**src/rtl/apu_pkg.sv**
```systemverilog
// rtl/apu_pkg.sv - shared APU register indices, duty pattern table and envelope types
package apu_pkg;
    localparam logic [2:0] NRX0 = 3'd0;
    localparam logic [2:0] NRX1 = 3'd1;
    localparam logic [2:0] NRX2 = 3'd2;
    localparam logic [2:0] NRX3 = 3'd3;
    localparam logic [2:0] NRX4 = 3'd4;

    typedef logic [1:0] duty_t;

    typedef enum logic {
        ENV_DOWN = 1'b0,
        ENV_UP   = 1'b1
    } env_dir_t;

    // Entry 0 sits in the low byte; bit 0 of each entry is duty step 0.
    localparam logic [3:0][7:0] DUTY_TABLE = {
        8'b0111_1110,
        8'b1110_0001,
        8'b1000_0001,
        8'b1000_0000
    };
endpackage

```
**src/rtl/apu_envelope.sv**
```systemverilog
// rtl/apu_envelope.sv - volume envelope (timer, +/-1 step, saturation); shared by pulse and noise voices
module apu_envelope import apu_pkg::*; #(
    parameter int VOL_W = 4,
    parameter int PER_W = 3
) (
    input  logic             clk,
    input  logic             rst_n,
    input  logic             load,
    input  logic             env_tick,
    input  logic [VOL_W-1:0] init_vol,
    input  env_dir_t         dir,
    input  logic [PER_W-1:0] period,
    output logic [VOL_W-1:0] volume
);
    logic [PER_W-1:0] timer;

    always_ff @(posedge clk or negedge rst_n) begin
        if (!rst_n) begin
            timer  <= '0;
            volume <= '0;
        end else if (load) begin
            volume <= init_vol;
            timer  <= period;
        end else if (env_tick && (period != '0)) begin
            // A timer left at 0 by a zero-period trigger expires on the first tick.
            if (timer <= PER_W'(1)) begin
                timer <= period;
                if ((dir == ENV_UP) && (volume != '1))
                    volume <= volume + VOL_W'(1);
                else if ((dir == ENV_DOWN) && (volume != '0))
                    volume <= volume - VOL_W'(1);
            end else begin
                timer <= timer - PER_W'(1);
            end
        end
    end
endmodule

```
**src/rtl/square_channel.sv**
```systemverilog
// rtl/square_channel.sv - APU pulse voice: duty sequencer, length counter, volume envelope
// Define SQUARE_CHANNEL_SWEEP_EN to add the frequency sweep unit.
module square_channel import apu_pkg::*; #(
    parameter int FREQ_W      = 11,
    parameter int LEN_W       = 6,
    parameter int VOL_W       = 4,
    parameter int ENV_PER_W   = 3,
    parameter int SWEEP_PER_W = 3
) (
    input  logic             apu_clk,
    input  logic             napu_reset,
    input  logic             wr_en,
    input  logic [2:0]       wr_addr,
    input  logic [7:0]       wr_data,
    input  logic             tone_tick,
    input  logic             len_tick,
    input  logic             sweep_tick,
    input  logic             env_tick,
    output logic [VOL_W-1:0] ch_out,
    output logic             ch_active,
    output logic             dac_en
);
    logic              wr_nrx1, wr_nrx2, wr_nrx3, wr_nrx4, trigger;
    duty_t             duty;
    logic              len_en;
    logic [7:0]        nrx2;
    logic [FREQ_W-1:0] freq, period_cnt;
    logic [10:0]       freq_wide;
    logic [2:0]        step;
    logic [LEN_W-1:0]  len_cnt;
    logic              len_expired, len_wrap, dac_next;
    logic [VOL_W-1:0]  volume;
    logic              sweep_kill, sweep_freq_we;
    logic [FREQ_W-1:0] sweep_freq;

    assign wr_nrx1   = wr_en && (wr_addr == NRX1);
    assign wr_nrx2   = wr_en && (wr_addr == NRX2);
    assign wr_nrx3   = wr_en && (wr_addr == NRX3);
    assign wr_nrx4   = wr_en && (wr_addr == NRX4);
    assign trigger   = wr_nrx4 && wr_data[7];
    assign freq_wide = 11'(freq);
    assign dac_en    = |nrx2[7:3];
    // Look through a pending NRx2 write so the DAC-off clear lands on the write edge.
    assign dac_next  = wr_nrx2 ? (|wr_data[7:3]) : dac_en;
    assign len_wrap  = len_tick && len_en && ch_active && (len_cnt == '1) && !trigger;

    always_ff @(posedge apu_clk or negedge napu_reset) begin
        if (!napu_reset) begin
            duty   <= '0;
            len_en <= 1'b0;
            nrx2   <= '0;
            freq   <= '0;
        end else begin
            if (wr_nrx1) duty <= duty_t'(wr_data[7:6]);
            if (wr_nrx2) nrx2 <= wr_data;
            if (wr_nrx3) begin
                freq <= FREQ_W'({freq_wide[10:8], wr_data});
            end else if (wr_nrx4) begin
                freq   <= FREQ_W'({wr_data[2:0], freq_wide[7:0]});
                len_en <= wr_data[6];
            end else if (sweep_freq_we) begin
                freq <= sweep_freq;
            end
        end
    end

    always_ff @(posedge apu_clk or negedge napu_reset) begin
        if (!napu_reset) begin
            period_cnt <= '0;
            step       <= '0;
        end else if (trigger) begin
            period_cnt <= freq;
        end else if (tone_tick) begin
            if (period_cnt == '1) begin
                period_cnt <= freq;
                step       <= step + 3'd1;
            end else begin
                period_cnt <= period_cnt + FREQ_W'(1);
            end
        end
    end

    always_ff @(posedge apu_clk or negedge napu_reset) begin
        if (!napu_reset) begin
            len_cnt     <= '0;
            len_expired <= 1'b0;
        end else if (wr_nrx1) begin
            len_cnt     <= LEN_W'(wr_data[5:0]);
            len_expired <= 1'b0;
        end else if (trigger) begin
            if (len_expired) begin
                len_cnt     <= '0;
                len_expired <= 1'b0;
            end
        end else if (len_tick && len_en && ch_active) begin
            len_cnt <= len_cnt + LEN_W'(1);
            if (len_cnt == '1) len_expired <= 1'b1;
        end
    end

    always_ff @(posedge apu_clk or negedge napu_reset) begin
        if (!napu_reset)
            ch_active <= 1'b0;
        else if (!dac_next)
            ch_active <= 1'b0;
        else if (trigger)
            ch_active <= dac_en;
        else if (len_wrap || sweep_kill)
            ch_active <= 1'b0;
    end

    always_ff @(posedge apu_clk or negedge napu_reset) begin
        if (!napu_reset)
            ch_out <= '0;
        else
            ch_out <= (ch_active && DUTY_TABLE[duty][step]) ? volume : '0;
    end

    apu_envelope #(
        .VOL_W (VOL_W),
        .PER_W (ENV_PER_W)
    ) u_envelope (
        .clk      (apu_clk),
        .rst_n    (napu_reset),
        .load     (trigger),
        .env_tick (env_tick),
        .init_vol (VOL_W'(nrx2[7:4])),
        .dir      (env_dir_t'(nrx2[3])),
        .period   (ENV_PER_W'(nrx2[2:0])),
        .volume   (volume)
    );

`ifdef SQUARE_CHANNEL_SWEEP_EN
    logic                   wr_nrx0, sweep_expire, sweep_ovf, check_pending;
    logic [6:0]             nrx0;
    logic [SWEEP_PER_W-1:0] sweep_per, sweep_timer;
    logic [FREQ_W-1:0]      shadow;
    logic [FREQ_W:0]        sweep_delta, sweep_new;

    assign wr_nrx0      = wr_en && (wr_addr == NRX0);
    assign sweep_per    = SWEEP_PER_W'(nrx0[6:4]);
    assign sweep_delta  = {1'b0, shadow} >> nrx0[2:0];
    // delta never exceeds shadow, so the negate path cannot wrap below zero.
    assign sweep_new    = nrx0[3] ? ({1'b0, shadow} - sweep_delta) : ({1'b0, shadow} + sweep_delta);
    assign sweep_ovf    = sweep_new[FREQ_W];
    assign sweep_expire = sweep_tick && (sweep_per != '0) && (sweep_timer <= SWEEP_PER_W'(1)) && !trigger;
    assign sweep_kill   = sweep_ovf && (check_pending || sweep_expire);
    assign sweep_freq_we = sweep_expire && !sweep_ovf && (nrx0[2:0] != 3'd0);
    assign sweep_freq   = sweep_new[FREQ_W-1:0];

    always_ff @(posedge apu_clk or negedge napu_reset) begin
        if (!napu_reset) begin
            nrx0          <= '0;
            shadow        <= '0;
            sweep_timer   <= '0;
            check_pending <= 1'b0;
        end else begin
            if (wr_nrx0) nrx0 <= wr_data[6:0];
            if (trigger) begin
                shadow        <= freq;
                sweep_timer   <= sweep_per;
                check_pending <= (nrx0[2:0] != 3'd0);
            end else begin
                check_pending <= sweep_freq_we;
                if (sweep_tick && (sweep_per != '0))
                    sweep_timer <= (sweep_timer <= SWEEP_PER_W'(1)) ? sweep_per : sweep_timer - SWEEP_PER_W'(1);
                if (sweep_freq_we) shadow <= sweep_new[FREQ_W-1:0];
            end
        end
    end
`else
    logic unused_sweep;
    assign sweep_kill    = 1'b0;
    assign sweep_freq_we = 1'b0;
    assign sweep_freq    = '0;
    assign unused_sweep  = ^{sweep_tick, wr_data[5:3], (SWEEP_PER_W > 0)};
`endif
endmodule
```
**config.mk**
```make
export PLATFORM = sky130hd
export DESIGN_NAME = square_channel
export DESIGN_NICKNAME = d
export VERILOG_FILES = /design/src/rtl/apu_pkg.sv /design/src/rtl/apu_envelope.sv /design/src/rtl/square_channel.sv
export SDC_FILE = /design/constraint.sdc
export NUM_CORES = 1
export LEC_CHECK = 0
export ABC_CLOCK_PERIOD_IN_PS = 2200
export CAP_MARGIN = 25
export CORE_MARGIN = 3
export CORE_UTILIZATION = 40
export DETAILED_ROUTE_END_ITERATION = 12
export SYNTH_ARGS = -nofsm -noshare
export SYNTH_HDL_FRONTEND = slang
export SYNTH_HIERARCHICAL = 1
export SYNTH_SLANG_ARGS = --single-unit
```
**constraint.sdc**
```tcl
create_clock -name apu_clk -period 2.2 [get_ports apu_clk]
set_clock_uncertainty 0.05 [all_clocks]
set_input_delay 0.33 -clock apu_clk [delete_from_list [all_inputs] [get_ports apu_clk]]
set_output_delay 0.33 -clock apu_clk [all_outputs]
set_load 0.005 [all_outputs]
```
Word-level counts from Yosys, hierarchy flattened --
Cells that the tools add are included.
Operators by class: $add $sub $neg 6, magnitude comparators 3, equality and inequality tests 9, multiplexer cells 29, bitwise gates (word level) 3, reduce and logical (&&, ||, !) cells 29
Operators with widths (number):
- $mux W11 | 3
- $mux W4 | 6
- $mux W6 | 4
- $bmux W8 S2 | 1
- $mux W8 | 2
- $logic_and A1 B1 Y1 | 13
- $reduce_bool A3 Y1 | 4
- $add A11 B1 Y11 const B | 1
- $eq A11 B11 Y1 const B | 1
- $reduce_or A5 Y1 | 2
- $mux W1 | 9
- $mux W3 | 3
- $add A6 B1 Y6 const B | 1
- $eq A3 B2 Y1 const B | 2
- $eq A6 B6 Y1 const B | 1
- $reduce_and A2 Y1 | 3
- $reduce_and A3 Y1 | 2
- $reduce_bool A2 Y1 | 3
- $add A4 B1 Y4 const B | 1
- $lt A3 B4 Y1 const B | 1
- $ne A4 B4 Y1 const B | 1
- $reduce_bool A4 Y1 | 1
- $sub A4 B1 Y4 const B | 1
- $add A3 B1 Y3 const B | 1
- 10 further kinds | 12
Word-level totals: bits in registers 55, input port bits 18, output and inout bits 6, word-level logic and storage cells 92

Longest topological paths before layout --
depth after elaboration 8, depth in mapped cells 10, mapped depth without buffers 8

Modules after synthesis --
The synthesis kept the hierarchy.
Modules (own cells, without submodules):
- square_channel | times used 1, cells each 222, area an instance 2406.1 µm², seq. area each 1201.2 µm²
- apu_envelope | times used 1, cells each 56, area an instance 569.3 µm², seq. area each 175.2 µm²

Least setup slack after synthesis --
Ideal clock, no wire load.
path type reg-to-reg, start register u_envelope.volume[0], end register u_envelope.volume[3], setup time 0.125 ns, arrival time 2.023 ns, required time 2.025 ns, slack 0.002 ns, cell stages (with the launch flop) 9, path buffers 0, clock period less this slack 2.198 ns, path through dfrtp_1 -> nand3_1 -> o21ai_0 -> ha_1 -> a21o_1 -> a21oi_1 -> xor2_1 -> mux2_2 -> mux2_4
On the way: longest elaborated chain between the ends 6, elaborated cells on any way between the ends 13, those cells by class add/sub: 2; eq/ne: 1; mux: 5; reduce/logical: 5
RTL lines:
- start, declared | RTL line apu_envelope.sv:13 | output logic [VOL_W-1:0] volume
- start signal, assigned | RTL line apu_envelope.sv:22 | volume <= init_vol;
- start signal, assigned | RTL line apu_envelope.sv:29 | volume <= volume + VOL_W'(1);
- start signal, assigned | RTL line apu_envelope.sv:31 | volume <= volume - VOL_W'(1);
- $sub A4 B1 Y4 / $ne A4 B4 Y1 (equally long branches) | RTL line apu_envelope.sv:31, apu_envelope.sv:28
- $mux W4 / $logic_and A1 B1 Y1 (equally long branches) | RTL line apu_envelope.sv:30, apu_envelope.sv:28
- $mux W4 | RTL line apu_envelope.sv:28 | if ((dir == ENV_UP) && (volume != '1))
- $mux W4 | RTL line apu_envelope.sv:26 | if (timer <= PER_W'(1)) begin
- $mux W4 | RTL line apu_envelope.sv:24 | end else if (env_tick && (period != '0)) begin
- $mux W4 | RTL line apu_envelope.sv:21 | end else if (load) begin
Several ways; a longest one is shown, not always the timed one. The select of a mux whose other input is x is not followed. A chain may end at the register's enable or synchronous reset.

Final worst setup path --
start input port wr_addr[2], end register u_envelope.volume[0]
On the way: longest elaborated chain between the ends 5, elaborated cells on any way between the ends 8, those cells by class eq/ne: 1; mux: 1; reduce/logical: 6
RTL lines:
- start, declared | RTL line square_channel.sv:13 | input logic [2:0] wr_addr,
- $eq A3 B3 Y1 * | RTL line square_channel.sv:39 | assign wr_nrx4 = wr_en && (wr_addr == NRX4);
- $logic_and A1 B1 Y1 * | RTL line square_channel.sv:39
- $logic_and A1 B1 Y1 * | RTL line square_channel.sv:40 | assign trigger = wr_nrx4 && wr_data[7];
- $reduce_bool A3 Y1 (no source line) / $reduce_bool A2 Y1 (equally long branches)
- $reduce_and A3 Y1 (no source line)
Mark *: on every way between the ends. The rest lies on a longest branch, timed or not.

==> flow_metrics.env <==
export IMPL_cap_violations=0
export IMPL_grt_pass1_wl_um=10500
export IMPL_tightest_slew_ns=0.387
export IMPL_ys_seq_elements=55
export IMPL_yosys_area_top_type="dfrtp_1"
export IMPL_ioPinCount=24
export IMPL_cp_end_kind="register"
export IMPL_vias_per_cell=5.32
export IMPL_clkTransAtPathRegs_ns=0.11
export IMPL_worstPathArrival_ns=2.21
export IMPL_worstReg2RegEnd="u_envelope/volume[3]$_DFFE_PN0P_"
export IMPL_fin_cells=424
export IMPL_synth_edff_count=0
export IMPL_area_growth_pct=20.2
export IMPL_period_minus_slack_ns=2.05
export IMPL_max_freq_ghz=0.488
export IMPL_gp_congestion=0.813
export IMPL_powerDensity_nw_per_um2=980
export IMPL_ys_top_cells_by_area="dfrtp_1, mux2_2, ha_1"
export IMPL_vias=2254
export IMPL_grt_pass1_vias=2112
export IMPL_dp_worst_setup_slack_ns=-0.195
export IMPL_fin_nets=355
export IMPL_cts_root_buffer="clkbuf_8"
export IMPL_h_tree_depth=2
export IMPL_post_cts_buffers=0
export IMPL_pwr_share_comb_pct=38.1
export IMPL_min_path_type="reg -> reg"
export IMPL_grt_max_degree=56
export IMPL_p_int_mw=2.28
export IMPL_first_iter_violations=138
export IMPL_swShare_pct=34.9
export IMPL_ys_async_sr_fraction_pct=100
export IMPL_die_area_um2=8510
export IMPL_cts_sinks=55
export IMPL_place_inst=415
export IMPL_ys_flop_type="dfrtp_1"
export IMPL_busiest_layer="met2"
export IMPL_mostFrequentLayoutCells="dfrtp_1, buf_4, nor2_1, mux2_2, clkdlybuf4s50_1"
export IMPL_antenna_found_initial=0
export IMPL_start_util_pct=42.4
export IMPL_fin_tns_setup_ns=0
export IMPL_status="finished, final reports clean"
export IMPL_cts_buffers=5
export IMPL_wirelength_um=6140
export IMPL_dp_hpwl_um=4520
export IMPL_crit_fanout=5
export IMPL_p_sw_mw=1.22
export IMPL_clkLatencyLatePin_ns=0.32
export IMPL_drv_slew=0
export IMPL_utilization_pct=51.0
export IMPL_synthCells=278
export IMPL_rsz0062_at_grt="false"
export IMPL_design_area_um2=3580
export IMPL_worstHoldPathCells=2
export IMPL_cp_cell_sequence="clkdlybuf4s50_1 > nor4bb_1 > buf_4 > nand2_4 > clkinv_4 > inv_1 > a211oi_4 > mux2_4"
export IMPL_diodes=0
export IMPL_clockBufferDepth=2
export IMPL_cp_required_ns=2.37
export IMPL_grt_usage_pct=15.4
export IMPL_final_common_cell="dfrtp_1"
export IMPL_hp_start="period_cnt[10]$_DFFE_PN0P_"
export IMPL_use_met1_pct=21.7
export IMPL_rrSetupSlack_ns=0.16
export IMPL_ir_worst_vdd_mv=0.323
export IMPL_r2r_start="u_envelope/volume[0]$_DFFE_PN0P_"
export IMPL_crit_slowest_cell="clkdlybuf4s50_1"
export IMPL_ys_warn_count=6
export IMPL_setup_violations=0
export IMPL_yosysUniqueCellTypes=58
export IMPL_cts_tree="built"
export IMPL_wire_per_inst_um=14.5
export IMPL_coreArea_um2=7020
export IMPL_placed_cell_area_um2=3470
export IMPL_die_x_um=92.2
export IMPL_seqPwrFrac_pct=45.4
export IMPL_r2r_cells=8
export IMPL_drt_pass1_iterations=6
export IMPL_ant_nets=0
export IMPL_netlist_area_leader_share_pct=46.3
export IMPL_seq_area_frac_synth_pct=46.3
export IMPL_syn_area_um2=2980
export IMPL_grt_util_met2_pct=24.1
export IMPL_drc=0
export IMPL_relSlewSlack_pct=74.1
export IMPL_rows=30
export IMPL_hold_viol=0
export IMPL_startpoint_type="primary input"
export IMPL_drive_gt1_share_pct=24.1
export IMPL_p_leak_nw=1.55
export IMPL_cpPeakStageDelay_ns=0.47
export IMPL_fill_cells=681
export IMPL_fin_total_pwr_mw=3.50
export IMPL_whs_ns=0.464
export IMPL_dieHeight_um=92.2
export IMPL_grt_util_met3_pct=2.46
export IMPL_postSynthNetCount=306
export IMPL_fin_ws_ns=0.153
export IMPL_portBuffers=22
export IMPL_whs_endpoint="period_cnt[10]$_DFFE_PN0P_"
export IMPL_post_route_period_util_pct=93.1
export IMPL_clkPwrFrac_pct=16.6
export IMPL_syn_area_per_cell_um2=10.7
export IMPL_critPathKind="in -> reg"
export IMPL_grt_ovfl_total=0
## cell type report
| cell class | count | area, um^2 | area share (%) |
|---|---|---|---|
| multi-input combinational | 202 | 1490 | 41.7 |
| sequential | 55 | 1380 | 38.5 |
| timing repair buffer | 50 | 440 | 12.3 |
| tap | 96 | 120 | 3.36 |
| clock buffer | 5 | 68.8 | 1.92 |
| inverter | 13 | 53.8 | 1.50 |
| clock inverter | 3 | 25.0 | 0.700 |
## Yosys cell counts, types with 4 or more instances
cell / number
o21ai_0: 13
ha_1: 9
and2_1: 6
nor3_1: 5
mux2_4: 4
a31oi_1: 6
nor2_1: 24
inv_1: 12
nand2_1: 20
and3_1: 6
mux2_2: 24
a21oi_1: 14
dfrtp_1: 55
a211oi_1: 5
nand3_1: 14
## kinds of logic after synthesis
logic type                 count (synthesis)  share of synthesized area [%]
adders and majority gates                 10                           4.46
and+or+nand+nor                           92                           16.3
muxes                                     30                           11.8
AOI/OAI and AO/OA                         65                           16.0
DFF                                       55                           46.3
xor gates and xnor gates                   5                           1.47
buffers and inverters                     21                           3.70
## critical path: cells and delay by family
kind	cells	cell delay, ns
muxes	1	0.33
and+or+nand+nor	2	0.38
AOI/OAI and AO/OA	1	0.38
buffers and inverters	4	0.80
## flip-flops by register name (all words and copies together), names as in the netlist, 2 cells and up
register	flops
freq	11
period_cnt	11
nrx2	8
len_cnt	6
ch_out	4
u_envelope/volume	4
step	3
u_envelope/timer	3
duty	2
## power groups by stage
stage               clock network (mW)  registers, mW  logic [mW]
floorplan                            0           1.57       0.911
global placement                     0           1.60        1.30
detailed placement                   0           1.60        1.34
CTS                              0.607           1.59        1.35
global route                     0.634           1.65        1.50
finish                           0.581           1.59        1.33
## metal layers
| metal | wire, um | vias up |
|---|---|---|
| li1 | - | 1111 |
| met4 | 121 | 0 |
| met2 | 2760 | 39 |
| met5 | 0 | - |
| met1 | 3080 | 1095 |
| met3 | 185 | 9 |
## what timing repair did
| item | 4_1_cts | 5_1_grt |
|---|---|---|
| hold buffers | 1 | 0 |
| setup endpoints to repair | 0 | 1 |
| resized for setup | 0 | 2 |
| hold endpoints to repair | 55 | 0 |
## worst max-delay path by stage
stage,slack (ns),to,depth (start not counted),from
2_1_floorplan,0.002,u_envelope/volume[3]$_DFFE_PN0P_,8,u_envelope/volume[0]$_DFFE_PN0P_
3_3_place_gp,-0.11,u_envelope/volume[2]$_DFFE_PN0P_,8,wr_addr[2]
3_5_place_dp,-0.20,u_envelope/volume[0]$_DFFE_PN0P_,8,wr_addr[2]
4_1_cts,0.03,u_envelope/volume[3]$_DFFE_PN0P_,8,u_envelope/volume[0]$_DFFE_PN0P_
5_1_grt,0.006,u_envelope/volume[0]$_DFFE_PN0P_,8,wr_addr[2]
6_report,0.15,u_envelope/volume[0]$_DFFE_PN0P_,8,wr_addr[2]
No activity file was read; power rests on OpenSTA's default activity.
